## src/rtl/vip_uart_transmitter_fifo_if.sv

```systemverilog
// vip_uart_transmitter_fifo_if: byte-write side and serial line of the queued UART transmitter
interface vip_uart_transmitter_fifo_if;
  logic       i_we;
  logic [7:0] i_wdata;
  logic       o_full;
  logic       o_empty;
  logic       o_busy;
  logic       o_overflow;
  logic       o_tx;
  modport master (output i_we, i_wdata, input o_full, o_empty, o_busy, o_overflow, o_tx);
  modport slave (input i_we, i_wdata, output o_full, o_empty, o_busy, o_overflow, o_tx);
endinterface

```

## src/rtl/vip_uart_transmitter_fifo.sv

```systemverilog
// vip_uart_transmitter_fifo: FIFO-queued UART frame generator driving a serial RX pin
module vip_uart_transmitter_fifo #(
  parameter int scaler     = 8,
  parameter int data_bits  = 8,
  parameter int parity_en  = 0,
  parameter int parity_odd = 0,
  parameter int stop_bits  = 1,
  parameter int fifo_log2  = 2
) (
  input logic i_clk,
  input logic i_nrst,
  vip_uart_transmitter_fifo_if.slave bus
);
  localparam int depth = 2 ** fifo_log2;
  localparam int cw = $clog2(2 * scaler);
  localparam logic [7:0] mask = 8'((1 << data_bits) - 1);
  localparam logic [2:0] last_bit = 3'(data_bits - 1);
  localparam logic two_stop = stop_bits == 2;
  typedef enum logic [2:0] {idle, startbit, data, parity, stopbit} state_t;
  typedef logic [fifo_log2:0] cnt_t;
  typedef logic [fifo_log2-1:0] ptr_t;
  state_t r_state, w_state;
  logic [7:0] r_mem [depth];
  ptr_t r_wptr, r_rptr;
  cnt_t r_count, w_count;
  logic [cw-1:0] r_sample;
  logic [7:0] r_shift, w_shift, w_head;
  logic [2:0] r_bitpos, w_bitpos;
  logic r_stopcnt, w_stopcnt, r_par, w_par, r_tx, w_tx;
  logic r_full, r_empty, r_overflow, r_busy, w_tick, w_push, w_pop;

  assign w_tick = r_sample == cw'(2 * scaler - 1);
  assign w_push = bus.i_we & ~r_full;
  assign w_head = r_mem[r_rptr];
  assign w_count = r_count + cnt_t'(w_push) - cnt_t'(w_pop);

  // Parity is latched at pop time because the shift register consumes the data.
  always_comb begin
    w_state = r_state;
    w_shift = r_shift;
    w_par = r_par;
    w_bitpos = r_bitpos;
    w_stopcnt = r_stopcnt;
    w_tx = r_tx;
    w_pop = 1'b0;
    if (w_tick)
      case (r_state)
        idle, stopbit:
          if (r_state == stopbit && two_stop && !r_stopcnt) w_stopcnt = 1'b1;
          else if (!r_empty) begin
            w_pop = 1'b1;
            w_shift = w_head;
            w_par = ^(w_head & mask) ^ (parity_odd != 0);
            w_tx = 1'b0;
            w_state = startbit;
          end else begin
            w_tx = 1'b1;
            w_state = idle;
          end
        startbit: begin
          w_tx = r_shift[0];
          w_bitpos = '0;
          w_state = data;
        end
        data:
          if (r_bitpos != last_bit) begin
            w_shift = {1'b1, r_shift[7:1]};
            w_tx = r_shift[1];
            w_bitpos = r_bitpos + 3'd1;
          end else if (parity_en != 0) begin
            w_tx = r_par;
            w_state = parity;
          end else begin
            w_tx = 1'b1;
            w_stopcnt = 1'b0;
            w_state = stopbit;
          end
        parity: begin
          w_tx = 1'b1;
          w_stopcnt = 1'b0;
          w_state = stopbit;
        end
        default: w_state = idle;
      endcase
  end

  always_ff @(posedge i_clk or negedge i_nrst)
    if (!i_nrst) begin
      r_state <= idle;
      r_sample <= '0;
      r_shift <= '1;
      r_par <= 1'b0;
      r_bitpos <= '0;
      r_stopcnt <= 1'b0;
      r_tx <= 1'b1;
      r_wptr <= '0;
      r_rptr <= '0;
      r_count <= '0;
      r_full <= 1'b0;
      r_empty <= 1'b1;
      r_overflow <= 1'b0;
      r_busy <= 1'b0;
    end else begin
      r_state <= w_state;
      r_sample <= w_tick ? '0 : r_sample + cw'(1);
      r_shift <= w_shift;
      r_par <= w_par;
      r_bitpos <= w_bitpos;
      r_stopcnt <= w_stopcnt;
      r_tx <= w_tx;
      if (w_push) r_wptr <= r_wptr + ptr_t'(1);
      if (w_pop) r_rptr <= r_rptr + ptr_t'(1);
      r_count <= w_count;
      r_full <= w_count == cnt_t'(depth);
      r_empty <= w_count == '0;
      r_overflow <= bus.i_we & r_full;
      r_busy <= w_state != idle;
    end

  always_ff @(posedge i_clk)
    if (w_push) r_mem[r_wptr] <= bus.i_wdata;

  assign bus.o_tx = r_tx;
  assign bus.o_full = r_full;
  assign bus.o_empty = r_empty;
  assign bus.o_busy = r_busy;
  assign bus.o_overflow = r_overflow;
endmodule
```

## src/flat_wrapper.sv

```systemverilog
// flat-port wrapper written by rule: the top's interface ports become plain ports
module vip_uart_transmitter_fifo_flat 
#(
  parameter int scaler     = 8,
  parameter int data_bits  = 8,
  parameter int parity_en  = 0,
  parameter int parity_odd = 0,
  parameter int stop_bits  = 1,
  parameter int fifo_log2  = 2
)
  (i_clk, i_nrst, bus_i_we, bus_i_wdata, bus_o_full, bus_o_empty, bus_o_busy, bus_o_overflow, bus_o_tx);
  vip_uart_transmitter_fifo_if bus_i ();
  input logic i_clk;
  input logic i_nrst;
  input wire logic [$bits(bus_i.i_we)-1:0] bus_i_we;
  input wire logic [$bits(bus_i.i_wdata)-1:0] bus_i_wdata;
  output wire logic [$bits(bus_i.o_full)-1:0] bus_o_full;
  output wire logic [$bits(bus_i.o_empty)-1:0] bus_o_empty;
  output wire logic [$bits(bus_i.o_busy)-1:0] bus_o_busy;
  output wire logic [$bits(bus_i.o_overflow)-1:0] bus_o_overflow;
  output wire logic [$bits(bus_i.o_tx)-1:0] bus_o_tx;
  assign bus_i.i_we = bus_i_we;
  assign bus_i.i_wdata = bus_i_wdata;
  assign bus_o_full = bus_i.o_full;
  assign bus_o_empty = bus_i.o_empty;
  assign bus_o_busy = bus_i.o_busy;
  assign bus_o_overflow = bus_i.o_overflow;
  assign bus_o_tx = bus_i.o_tx;
  vip_uart_transmitter_fifo #(.scaler(scaler), .data_bits(data_bits), .parity_en(parity_en), .parity_odd(parity_odd), .stop_bits(stop_bits), .fifo_log2(fifo_log2)) u_core (.i_clk(i_clk), .i_nrst(i_nrst), .bus(bus_i));
endmodule
```

## config.mk

```make
export PLATFORM = sky130hd
export DESIGN_NAME = vip_uart_transmitter_fifo_flat
export DESIGN_NICKNAME = d
export VERILOG_FILES = /design/src/rtl/vip_uart_transmitter_fifo_if.sv /design/src/rtl/vip_uart_transmitter_fifo.sv /design/src/flat_wrapper.sv
export SDC_FILE = /design/constraint.sdc
export NUM_CORES = 1
export LEC_CHECK = 0
export BUFFER_PORTS_ARGS = -buffer_cell sky130_fd_sc_hd__buf_2
export CAP_MARGIN = 40
export CORE_MARGIN = 3
export CORE_UTILIZATION = 37
export CTS_BUF_LIST = sky130_fd_sc_hd__clkbuf_4
export DETAILED_ROUTE_END_ITERATION = 7
export SETUP_SLACK_MARGIN = 0.3
export SYNTH_ARGS = -nofsm -noshare
export SYNTH_HDL_FRONTEND = slang
export SYNTH_SLANG_ARGS = --single-unit
```

## constraint.sdc

```tcl
create_clock -name i_clk -period 4.29 [get_ports i_clk]
set_clock_uncertainty 0.2 [all_clocks]
set_input_delay 0 -clock i_clk [delete_from_list [all_inputs] [get_ports i_clk]]
set_output_delay 0 -clock i_clk [all_outputs]
set_load 0.03 [all_outputs]
```

==> impl_metrics.tcl, run 1 <==
set metrics [dict create \
    status "finished clean" \
    ant_nets 0 \
    die_h_microns 90.0 \
    syn_inst 186 \
    grt_pass1_vias 1470 \
    total_power_uw 1630 \
    core_sq_mm 0.00660 \
    finalSetupViolCount 0 \
    design.die.area_sq_mm 0.00810 \
    synth_warnings 0 \
    cts_setup_buffers 0 \
    crit_type "reg2reg" \
    synth_edf_count 32 \
    clock_latency_ps 380 \
    clock.fmax_mhz 342 \
    fin_setup_tns_ps 0 \
    cts-root-buf "clkbuf_4" \
    drv_slew 0 \
    via_per_inst 4.69 \
    gp_congestion 0.802 \
    hp-class "in2async" \
    end_kind "register" \
    yosys_most_used_dff "edfxtp_1" \
    cts_max_level 3 \
    die_w_microns 90.0 \
    clock-sinks 62 \
    path_cells "or3_1 > nor2_1 > ha_1 > inv_1 > ha_1 > fa_1 > xnor2_1 > xnor2_1 > nor3b_1" \
    async_reset_ff_share_pct 48.4 \
    cp-start-kind "register" \
    clkSlewWorstSetupHoldPaths_ps 100 \
    antenna_found_initial 0 \
    fin_crit_sh_pct 68.1 \
    dp_hpwl_microns 2710 \
    rr_worst_depth 9 \
    final_hold_viol_count 0 \
    cts_buffers 9 \
    drt_first_pass_iters 6 \
    vias 1467 \
    cp.arrival_ps 3020 \
    ir_drop_mv 0.266 \
    syn-num-nets 207 \
    power_density_mw_per_mm2 541 \
    portBuffers 15 \
    holdWs_ps 66.0 \
    syn-mean-instance-area_sq_um 14.0 \
    gr-total-overflow 0 \
    first_iter_violations 57 \
    grt_pass1_wl_microns 7400 \
    io_pins 16 \
    slowest_delay_ps 540 \
    netlist_area_sq_mm 0.00261 \
    worstMarginPinSlew_ps 588 \
    grt_usage_pct 11.9 \
    synth-seq-cells 62 \
    drive_gt1_share_pct 23.6 \
    finalWirelength_microns 4170 \
    clock_path_buffers 2 \
    synth.most_common_cell "edfxtp_1" \
    syn_to_final_growth_pct 15.1 \
    synth.top_cells.by_count "edfxtp_1 (32), dfrtp_1 (20), nand2_1 (20)" \
    slew_headroom_pct 60.7 \
    rsz0062_at_grt "no" \
    grt_max_degree 21 \
    finalCriticalPeriod_ps 2920 \
    max_cap_violations 0 \
    synthDistinctLibCells 33 \
    yosysSeqAreaShare_pct 66.1 \
    cp_data_required_time_ps 4390 \
    final_nets 236 \
    leakage_uw 0.00117 \
    row_count 29 \
    cts_resized 0 \
    synthTopCellsByArea "edfxtp_1 (37%), dfrtp_1 (19%), dfstp_2 (10%)" \
    antenna_cells 0 \
    worstPathMaxFanout 13 \
    synth_top_area_cell "edfxtp_1" \
    wire_per_inst_microns 13.3 \
    cts_tree "done" \
    yosysTopAreaCellShare_pct 36.8 \
    start_util_pct 39.5 \
    slowest_stage "dfrtp_1" \
    post-route-drc-count 0 \
]
where the power goes:
group          internal [uW]  switching, uW  total, uW
Sequential               805           88.4        893
Clock                    132            202        334
Combinational            189            208        397
Total                   1130            499       1630
layer usage:
layer | GRT usage, % | vias to the layer above | routed length, microns
met1 | 15.2 | 714 | 1950
li1 | - | 727 | -
met3 | 4.01 | 2 | 120
met5 | 0 | - | 0
met4 | 5.74 | 0 | 40
met2 | 18.0 | 24 | 2060
registers in the layout, indices dropped and copies added, names as in the netlist:
signal and flops:
u_core.r_mem 32, u_core.r_shift 8, u_core.r_sample 4, u_core.r_bitpos 3
u_core.r_count 3, u_core.r_state 3, u_core.r_rptr 2, u_core.r_wptr 2
u_core.bus.o_busy 1, u_core.bus.o_empty 1, u_core.bus.o_full 1, u_core.bus.o_overflow 1
u_core.bus.o_tx 1
timing repair:
action	CTS	global route
hold buffers	11	0
endpoints found under the setup margin	0	0
hold endpoints to repair	65	0
worst paths after layout:
kind	from	to	slack, ps
worst max-delay path	u_core.r_state[0]	u_core.bus.o_full	1370
worst min-delay path	i_nrst	u_core.bus.o_empty	70
worst max register to register	u_core.r_state[0]	u_core.bus.o_full	1370
worst min register to register	u_core.r_shift[7]	u_core.r_shift[6]	290
max in group asynchronous	i_nrst	u_core.r_bitpos[1]	2840
min in group i_clk	bus_i_wdata[7]	u_core.r_mem[0][7]	160
critical path, delay by kind of cell (launching register included):
kind                     cells  cell delay [ps]
AND/OR/NAND/NOR              3              950
adder cells (fa/ha/maj)      3              750
flip-flops                   1              540
XOR/XNOR                     2              350
buffers and inverters        1               40
layout make-up:
| cell class | instances | area [sq um] |
|---|---|---|
| Multi-Input combinational cell | 108 | 817 |
| Tap cell | 93 | 116 |
| Inverter | 7 | 26.3 |
| Clock inverter | 5 | 36.3 |
| Clock buffer | 11 | 82.6 |
| Timing Repair Buffer | 27 | 200 |
| Fill cell | 637 | 3600 |
| Sequential cell | 62 | 1720 |
per-stage QoR:
stage	cell area, sq um	utilization, %	std cells	setup slack [ps]
5_1_grt	3000	45.5	313	1040
3_5_place_dp	2760	41.8	285	1400
2_1_floorplan	2610	-	186	1620
3_3_place_gp	2760	41.8	285	1470
4_1_cts	2990	45.2	312	1340
6_report	3000	45.5	313	1370
cell families (layout without fill, tap and decap cells):
family	Yosys count	count (layout)	synth area share, %
AO/OA/AOI/OAI	28	28	7.00
AND/OR/NAND/NOR	55	55	9.92
XOR/XNOR	6	6	2.01
multiplexers	9	9	7.29
flip-flops	62	62	66.1
adder cells (fa/ha/maj)	10	10	5.08
buffers and inverters	16	50	2.64
cells in the final DEF, fill, tap and decap left out, types with 2 or more instances in the layout:
master          n
edfxtp_1       32
dfstp_2        10
o21ai_0         8
clkbuf_4       11
mux4_2          8
and2_1          6
nand3_1         3
nor3b_1         2
dlygate4sd3_1  11
dfrtp_1        20
a31oi_1         8
ha_1            9
nor2_1         15
xor2_1          2
o211ai_1        2
inv_1           7
a21oi_1         6
clkinvlp_4      2
nor2b_1         2
a32o_1          2
nand2_1        20
xnor2_1         4
clkinv_4        2
nor4_1          2
buf_2          15
Note: power is estimated with default switching activity, not from simulation.
==> run 2: changes to the inputs <==
==> constraint.sdc (replaced) <==
create_clock -name i_clk -period 2.4 [get_ports i_clk]
set_clock_uncertainty 0.2 [all_clocks]
set_input_delay 0 -clock i_clk [delete_from_list [all_inputs] [get_ports i_clk]]
set_output_delay 0 -clock i_clk [all_outputs]
set_load 0.03 [all_outputs]
==> run 2 against run 1 <==
Clock power increased by 140%. Final cell count increased by 5.4%. Largest cell class unchanged. First-iteration DRC count increased by 11%. Global-route usage increased by 0.34 points. Via count increased by 5.7%. Setup slack got worse by 1400 ps. Sequential cell count unchanged. Critical path type unchanged. Hold slack got worse by 24 ps. Register-to-register slack got worse by 1400 ps.
==> impl_metrics.tcl, run 2 (synthesis results as in run 1) <==
set metrics [dict create \
    status "finished clean" \
    drive_gt1_share_pct 35.4 \
    layout_commonest_cell "edfxtp_1" \
    end_kind "register" \
    fin_setup_tns_ps 0 \
    regMostFlops "u_core.r_mem" \
    grt_usage_pct 12.2 \
    antenna_cells 0 \
    portBuffers 15 \
    clock-sinks 62 \
    cts_max_level 3 \
    core_sq_mm 0.00660 \
    slew_headroom_pct 61.8 \
    drv_slew 0 \
    top_regs "u_core.r_mem (32), u_core.r_shift (8), u_core.r_sample (4)" \
    cts_tree "done" \
    final_hold_viol_count 0 \
    cts-root-buf "clkbuf_4" \
    hp-class "in2async" \
    row_count 29 \
    clkSlewWorstSetupHoldPaths_ps 110 \
    start_util_pct 39.5 \
    clock.fmax_mhz 419 \
    fillerInstances 604 \
    cp.arrival_ps 2490 \
    ant_nets 0 \
    layout_common_cells "edfxtp_1 (32), nand2_1 (20), dfrtp_1 (20), buf_2 (16), buf_4 (15)" \
    post-place-ws_ps -41.9 \
    worstPathMaxFanout 3 \
    drt_first_pass_iters 5 \
    crit_type "reg2reg" \
    dp_hpwl_microns 2820 \
    finalCriticalPeriod_ps 2390 \
    design.die.area_sq_mm 0.00810 \
    holdWs_ps 41.7 \
    clock_path_buffers 2 \
    vias 1550 \
    die_h_microns 90.0 \
    die_w_microns 90.0 \
    ir_drop_mv 0.490 \
    wire_per_inst_microns 13.6 \
    cts_buffers 9 \
    gp_congestion 0.743 \
    grt_max_degree 21 \
    power_density_mw_per_mm2 997 \
    syn_to_final_growth_pct 25.0 \
    via_per_inst 4.70 \
    grt_pass1_wl_microns 7640 \
    first_iter_violations 63 \
    fin_ws_ps 15.0 \
    leakage_uw 0.00129 \
    gr-total-overflow 0 \
    max_cap_violations 0 \
    finalSetupViolCount 0 \
    post-route-drc-count 0 \
    fin_crit_sh_pct 99.4 \
    grt_pass1_vias 1602 \
    finalWirelength_microns 4470 \
    cp_data_required_time_ps 2510 \
    clock_latency_ps 390 \
    worstMarginPinSlew_ps 574 \
    final_nets 253 \
    rsz0062_at_grt "yes" \
    largest_reg_flops 32 \
    cp-start-kind "register" \
    antenna_found_initial 0 \
    io_pins 16 \
]
==> run 2: area by class of cell <==
type,count,area (sq um),share of cell area (%)
clock buffer,10,75.1,2.30
clock inverter,6,86.3,2.65
inverter,7,26.3,0.805
multi-input combinational,108,910,27.9
sequential,62,1720,52.8
tap,93,116,3.57
timing repair buffer,44,325,9.97
==> run 2: layer usage <==
metal	global-route usage [%]	share of wire [%]	vias up	wire length (microns)
met5	0	0	-	0
met4	6.89	1.8	0	82
met3	3.17	3.2	8	144
met2	19.0	47	23	2110
met1	15.5	48	753	2140
li1	-	-	766	-
==> run 2: where the power goes <==
part           switching, uW  total (uW)  internal (uW)
combinational            425         847            422
clock                    377         809            433
sequential               159        1600           1440
==> run 2: path summary, 6_finish.rpt <==
path                                   start                 end  slack, ps  cells after the start
max                        u_core.r_state[0]   u_core.bus.o_full         10                      9
min                                   i_nrst     u_core.bus.o_tx         40                      2
max reg2reg                u_core.r_state[0]   u_core.bus.o_full         10                      9
min reg2reg                u_core.r_shift[7]   u_core.r_shift[6]        290                      2
max in group asynchronous             i_nrst  u_core.r_bitpos[0]        870                      4
min in group i_clk            bus_i_wdata[2]  u_core.r_mem[2][2]        160                      2
==> run 2: worst max-delay path, cell delays in order (launching register included) <==
cell and delay, ps:
dfrtp_1 390, or3_4 390, nor2_4 120, ha_4 140
inv_2 30, ha_4 150, fa_2 360, xnor2_2 150
xnor2_2 170, nor3b_2 190
==> run 2: repair_timing <==
item | 4_1_cts | 5_1_grt
gates cloned | 1 | 0
resized for setup | 4 | 5
hold buffers | 11 | 0
buffers inserted | 6 | 1
hold endpoints to repair | 66 | 0
endpoints found under the setup margin | 12 | 12
pin swaps | 8 | 2
==> run 2: stage by stage <==
stage | cell area (sq um) | total power [uW] | instances | util (%)
floorplan | 2660 | 2200 | 186 | -
global placement | 2870 | 2380 | 294 | 43.5
detailed placement | 2870 | 2400 | 294 | 43.5
CTS | 3210 | 3260 | 328 | 48.6
global route | 3260 | 3470 | 330 | 49.4
finish | 3260 | 3250 | 330 | 49.4
